**config.mk**
```make
export PLATFORM = sky130hd
export DESIGN_NAME = intfsm_param
export DESIGN_NICKNAME = d
export VERILOG_FILES = /design/src/rtl/intfsm_param.sv
export SDC_FILE = /design/constraint.sdc
export NUM_CORES = 1
export LEC_CHECK = 0
export BUFFER_PORTS_ARGS = -buffer_cell sky130_fd_sc_hd__buf_2
export CAP_MARGIN = 5
export CORE_MARGIN = 3
export CORE_UTILIZATION = 43
export DETAILED_ROUTE_END_ITERATION = 12
export PLACE_DENSITY = 0.76
export RECOVER_POWER = 100
export SETUP_SLACK_MARGIN = 0.2
export SYNTH_ARGS = -nofsm -noshare
export SYNTH_HDL_FRONTEND = slang
export SYNTH_SLANG_ARGS = --single-unit
```
**constraint.sdc**
```tcl
create_clock -name clk -period 1.26 [get_ports clk]
set_input_delay 0 -clock clk [delete_from_list [all_inputs] [get_ports clk]]
set_output_delay 0 -clock clk [all_outputs]
set_load 0.05 [all_outputs]
```
**src/rtl/intfsm_param.sv**
```systemverilog
// Init/idle/active/error controller for the QoS FIFO path.
// Latches per-FIFO thresholds in INIT and tracks link state and sticky errors.
module intfsm_param #(
   parameter int NUM_FIFOS = 5,
   parameter int TH_W      = 4,
   parameter int IDLE_HOLD = 4
) (
   input  logic                      clk,
   input  logic                      reset,
   input  logic                      init,
   input  logic                      err_clr,
   input  logic [NUM_FIFOS-1:0]      fifo_empty,
   input  logic [NUM_FIFOS-1:0]      fifo_error,
   input  logic [NUM_FIFOS*TH_W-1:0] umbral_hi_in,
   input  logic [NUM_FIFOS*TH_W-1:0] umbral_lo_in,
   output logic [NUM_FIFOS*TH_W-1:0] umbral_hi_out,
   output logic [NUM_FIFOS*TH_W-1:0] umbral_lo_out,
   output logic                      idle_out,
   output logic                      active_out,
   output logic                      error_out,
   output logic [NUM_FIFOS-1:0]      error_full,
   output logic                      cfg_err,
   output logic [2:0]                state_out
);

   localparam int CNT_W = $clog2(IDLE_HOLD + 1);

   typedef enum logic [2:0] {
      S_RESET  = 3'd0,
      S_INIT   = 3'd1,
      S_IDLE   = 3'd2,
      S_ACTIVE = 3'd3,
      S_ERROR  = 3'd4
   } state_t;

   state_t           state_q, state_d;
   logic [CNT_W-1:0] hold_q, hold_d, hold_inc;
   logic             cfg_bad;
   logic             cfg_set;
   logic             clr;
   logic             any_err;
   logic             all_empty;

   assign any_err   = |fifo_error;
   assign all_empty = &fifo_empty;
   assign state_out = state_q;

   // saturating increment keeps the counter from wrapping
   assign hold_inc = (hold_q == {CNT_W{1'b1}}) ? hold_q : hold_q + CNT_W'(1);

   always_comb begin
      cfg_bad = 1'b0;
      for (int i = 0; i < NUM_FIFOS; i++) begin
         if (umbral_lo_in[i*TH_W +: TH_W] > umbral_hi_in[i*TH_W +: TH_W])
            cfg_bad = 1'b1;
      end
   end

   always_comb begin
      state_d = state_q;
      hold_d  = '0;
      cfg_set = 1'b0;
      clr     = 1'b0;
      unique case (state_q)
         S_RESET: state_d = S_INIT;
         S_INIT: begin
            if (any_err)
               state_d = S_ERROR;
            else if (init)
               state_d = S_INIT;
            else if (cfg_bad) begin
               state_d = S_ERROR;
               cfg_set = 1'b1;
            end else
               state_d = S_IDLE;
         end
         S_IDLE: begin
            if (any_err)
               state_d = S_ERROR;
            else if (init)
               state_d = S_INIT;
            else if (!all_empty)
               state_d = S_ACTIVE;
         end
         S_ACTIVE: begin
            if (any_err)
               state_d = S_ERROR;
            else if (init)
               state_d = S_INIT;
            else if (all_empty) begin
               if (hold_inc >= CNT_W'(IDLE_HOLD))
                  state_d = S_IDLE;
               else
                  hold_d = hold_inc;
            end
         end
         S_ERROR: begin
            if (err_clr) begin
               state_d = S_INIT;
               clr     = 1'b1;
            end
         end
         default: state_d = S_RESET;
      endcase
   end

   always_ff @(posedge clk) begin
      if (reset) begin
         state_q       <= S_RESET;
         hold_q        <= '0;
         idle_out      <= 1'b0;
         active_out    <= 1'b0;
         error_out     <= 1'b0;
         error_full    <= '0;
         cfg_err       <= 1'b0;
         umbral_hi_out <= '0;
         umbral_lo_out <= '0;
      end else begin
         state_q    <= state_d;
         hold_q     <= hold_d;
         idle_out   <= (state_d == S_IDLE);
         active_out <= (state_d == S_ACTIVE);
         error_out  <= (state_d == S_ERROR);
         // a clear drops any error bits arriving on the same edge
         error_full <= clr ? '0 : (error_full | fifo_error);
         cfg_err    <= clr ? 1'b0 : (cfg_err | cfg_set);
         if (state_q == S_INIT) begin
            umbral_hi_out <= umbral_hi_in;
            umbral_lo_out <= umbral_lo_in;
         end
      end
   end

endmodule

```
* Yosys cells after proc, flatten, opt, wreduce, memory -nomap -nowiden
Index checks and enable logic that the tools add are counted.
W data, S select, Z words.
** Cells by class
- Bitwise operators :: 4
- Mux-type cells :: 24
- Multiply operators :: 0
- Add/sub/neg operators :: 1
- Magnitude comparators :: 6
- Equality and inequality tests :: 8
- Shift operators :: 0
- Reductions and logical operators :: 5
- Divide/modulo/power cells :: 0
** Operators with widths (number)
- $mux W3 :: 12
- $gt A4 B4 Y1 :: 5
- $pmux W3 S5 :: 1
- $eq A3 B2 Y1 const B :: 4
- $mux W1 :: 11
- $reduce_or A10 Y1 :: 1
- $eq A3 B3 Y1 const B :: 3
- $or A5 B5 Y5 :: 1
- $reduce_and A5 Y1 :: 1
- $reduce_or A5 Y1 :: 1
- $add A3 B1 Y3 const B :: 1
- $eq A3 B1 Y1 const B :: 1
- $ge A3 B3 Y1 const B :: 1
- $logic_not A3 Y1 :: 1
- $not A1 Y1 :: 2
- $reduce_or A2 Y1 :: 1
- $or A1 B1 Y1 :: 1
** Storage, ports and cells
- Bits in latches :: 0
- Register bits :: 55
- Bits in read-only memories :: 0
- Bits in writable memories :: 0
- Output and inout port bits :: 52
- Word-level logic and storage cells :: 57
- Bits of input ports :: 54
- Memories kept :: 0

* Depth between registers and ports, before layout
- Depth in word-level cells :: 11
- Mapped depth :: 7
- Depth with buffers taken out :: 7

* Worst setup path after synthesis
Ideal clock, no wire load.
- Kind :: reg2reg
- Start :: register state_q[2], in the netlist state_out[2]
- End :: register umbral_hi_out[12]
- Setup time :: 0.070 ns
- Stages on the path, launching flop included :: 7
- Path slack :: -0.370 ns
- Data required time :: 1.190 ns
- Period minus slack after synthesis :: 1.630 ns
- Data arrival time :: 1.560 ns
- Path buffers :: 2
- Cell sequence :: dfxtp_1 > nand2b_4 > or2_1 > clkbuf_1 > buf_2 > nand2_1 > a21oi_1
** On the way
- Word-level cells in the longest chain between the ends :: 1
** RTL lines
- start, declared :: line 36 : state_t state_q, state_d;
- start signal, assigned :: line 119 : state_q <= state_d;
- $eq A3 B1 Y1 :: line 127 : if (state_q == S_INIT) begin
- end signal, assigned :: line 128 : umbral_hi_out <= umbral_hi_in;
- end, declared :: line 16 : output logic [NUM_FIFOS*TH_W-1:0] umbral_hi_out,
Every way passes these cells.
A chain may end at the register's enable or synchronous reset.

* Worst setup path after layout
- Start :: register state_q[2], in the netlist state_out[2]
- End :: register umbral_hi_out[16]
The elaborated chain is that of the path after synthesis.

==> key figures <==
Critical path
  – Crit start category: flop
  – Worst Path Required: 1.46 ns
  – Critical Path Fanout Max: 8
  – Worst setup path class: reg -> reg
  – R2r startpoint: state_out[2]
  – Crit path capture type: flop
  – Worst Setup SP: state_out[2]
  – Worst EP arrival: 1.56 ns
  – Worst Reg-to-Reg Cells: 6

Final layout
  – Final #Nets: 559
  – Final design utilization: 82.8%
  – ANT cells: 0
  – P&R area growth vs syn: 79.2%
  – Fillers: 311
  – Share of layout cells above drive strength 1: 48.7%
  – Non-filler cells, final: 555

Floorplanning
  – Row count: 26
  – Die area: 0.00664 mm2
  – Die width: 81.5 um
  – Die Y: 81.5 um
  – Starting Density: 46.2%
  – CORE AREA: 0.00530 mm2
  – Top Ports: 106

Clocking
  – TritonCTS Buffers: 5
  – Clock Latency Late Sink: 0.32 ns
  – Clock buffer depth: 2
  – CTS sink cnt: 55
  – TritonCTS clock tree: built
  – CTS clock-pin slew for the worst setup and hold paths: 0.10 ns
  – H-tree levels: 2
  – Root Driver: clkbuf_8

Place
  – DP HPWL: 5.29 mm
  – Placed Cells: 491
  – PortBufs: 105
  – Routability Congestion: 0.797

Logic synthesis
  – Synth Net Count: 381
  – Post-synth top area cell: dfxtp_1
  – Area share of the largest cell type after synthesis: 45.0%
  – Flops & latches, synth: 55
  – Sequential fraction of the synthesis area: 45.0%
  – Most frequent cells after synthesis: 91 x nand2_1, 55 x dfxtp_1, 48 x a21oi_1
  – Post-synth cell types: 36
  – Post-synth EDFFs: 0
  – Top FF cell, synth: dfxtp_1
  – Cell Area, Synth: 0.00245 mm2
  – Synth Warn #: 0
  – Cells after Synth: 306
  – Most common cell in the synthesized netlist: nand2_1
  – Avg Inst Size Synth: 8.00 um2
  – FFs w/ async S/R, synth: 0%
  – Synth area leaders: dfxtp_1 45%, nand2_1 14%, ha_1 11%, a21oi_1 9.8%, inv_1 3.1%

STA
  – Fin Setup TNS: -2.63 ns
  – PnR worst setup slack: -0.0991 ns
  – Rel. slew slack: 60.1%
  – Max Clock Freq: 0.736 GHz
  – Slew at the pin closest to its max-slew limit: 0.600 ns
  – Final Critical Period: 1.36 ns
  – Max Slew Vio Count: 0
  – Clk_skew: 0.00695 ns
  – RSZ-0062 raised after global routing: true
  – Final Hold Viols: 0
  – Setup violators final: 45
  – Worst hold slack: 0.0407 ns
  – Crit share post-route: 108%

Global route
  – Initial antenna violation count: 0
  – Vias in the first global route: 2927
  – First-pass GRT wire length: 12.8 mm
  – Total track usage: 25.2%
  – Largest net degree at the start of global routing: 27
  – Congestion Overflow GR: 0

Drt
  – DRT Pass-1 Iters: 4
  – Starting DRT DRC Count: 151
  – Vias: 2914
  – WL final: 9.56 mm
  – Antenna Nets Post-Route: 0
  – DR vias/cell: 5.25
  – Drt drc: 0
  – WL per Instance: 17.2 um

Power and ir drop
  – Pwr dens: 1230 mW/mm2
  – Pleak: 2.00 nW
  – IR Drop Worst-Case VDD: 0.828 mV

Status
  – Status: finished with violations
  – Failing checks: negative setup slack

Min path
  – Worst hold path cell count: 4
  – Hold/Removal Path Class: in -> reg
  – Hold Crit Start: umbral_lo_in[0]

Flow run
  – Max-Cap Viols: 0
==> state kept, by name, summed over array words and instances (netlist names) <==
| name | cells |
|---|---|
| idle_out | 1 |
| umbral_hi_out | 20 |
| state_out | 3 |
| cfg_err | 1 |
| active_out | 1 |
| hold_q | 3 |
| umbral_lo_out | 20 |
| error_out | 1 |
| error_full | 5 |
==> where the power goes <==
part,internal (mW),total (mW),switching [mW]
clock network,0.795,1.39,0.594
logic,0.822,2.02,1.20
registers,1.88,1.99,0.108
==> cell usage in the layout (no fill, tap or decap), drive strengths merged, types with 2 or more instances in the layout <==
cell         netlist  layout
buf                4      94
nand2             91      91
clkbuf            10      62
dfxtp             55      55
a21oi             48      48
dlygate4sd3        0      35
ha                21      21
inv               20      20
nor2              10      10
o21a               5       5
nand3              5       5
o21ai              5       5
nor3               3       3
nand3b             3       3
nor2b              2       2
nand4              2       2
a211oi             2       2
a41oi              2       2
nor3b              2       2
o22ai              2       2
bufinv             0       2
==> worst max-delay path, cell delays in order (launching register included) <==
cell and delay, ns:
dfxtp_4 0.37, nand2b_4 0.15, or2_4 0.27, buf_6 0.15, clkbuf_16 0.17, nand2_1 0.07, a21oi_1 0.06
==> worst paths after layout <==
kind	to	slack, ns
min	umbral_lo_out[0]	0.04
min reg2reg	hold_q[0]	0.45
max reg2reg	umbral_hi_out[16]	-0.1
max	umbral_hi_out[16]	-0.1
==> metrics by stage <==
stage	setup slack [ns]	cell area (um2)	power, mW
after floorplan	-0.113	2520	2.93
after global placement	-0.307	3280	3.36
after detailed placement	-0.412	3280	3.41
after CTS	-0.0242	4000	5.02
after global routing	-0.162	4390	5.62
final	-0.0991	4390	5.39
==> per-layer routing <==
metal / wire length [um] / track usage, % / part of all wire [%]
met5: 0 / 0 / 0
met4: 294 / 10.5 / 3.1
met3: 624 / 7.68 / 6.5
met2: 4990 / 45.9 / 52
met1: 3650 / 26.8 / 38
==> repair_timing <==
action | 4_1_cts | 5_1_grt
endpoints found under the setup margin | 56 | 55
cloned | 2 | 5
resized for setup | 29 | 73
setup buffers | 11 | 3
hold endpoints to repair | 35 | 0
hold buffers | 35 | 0
pin swaps | 6 | 26
==> cells by family after synthesis <==
kind of cell	share of synthesized area (%)
AO/OA/AOI/OAI	16.0
adder cells (fa/ha/maj)	10.7
buffers and inverters	5.42
flip-flops	45.0
other	0.153
AND/OR/NAND/NOR	22.7
==> layout make-up <==
type / count / area, um2 / share of cell area (%)
Multi-Input combinational cell: 217 / 1580 / 35.9
Timing Repair Buffer: 185 / 1400 / 31.8
Sequential cell: 55 / 1110 / 25.4
Tap cell: 70 / 87.6 / 2.00
Inverter: 20 / 80.1 / 1.82
Clock buffer: 6 / 72.6 / 1.65
Clock inverter: 2 / 60.1 / 1.37
Power figures use the tool's default switching activity.
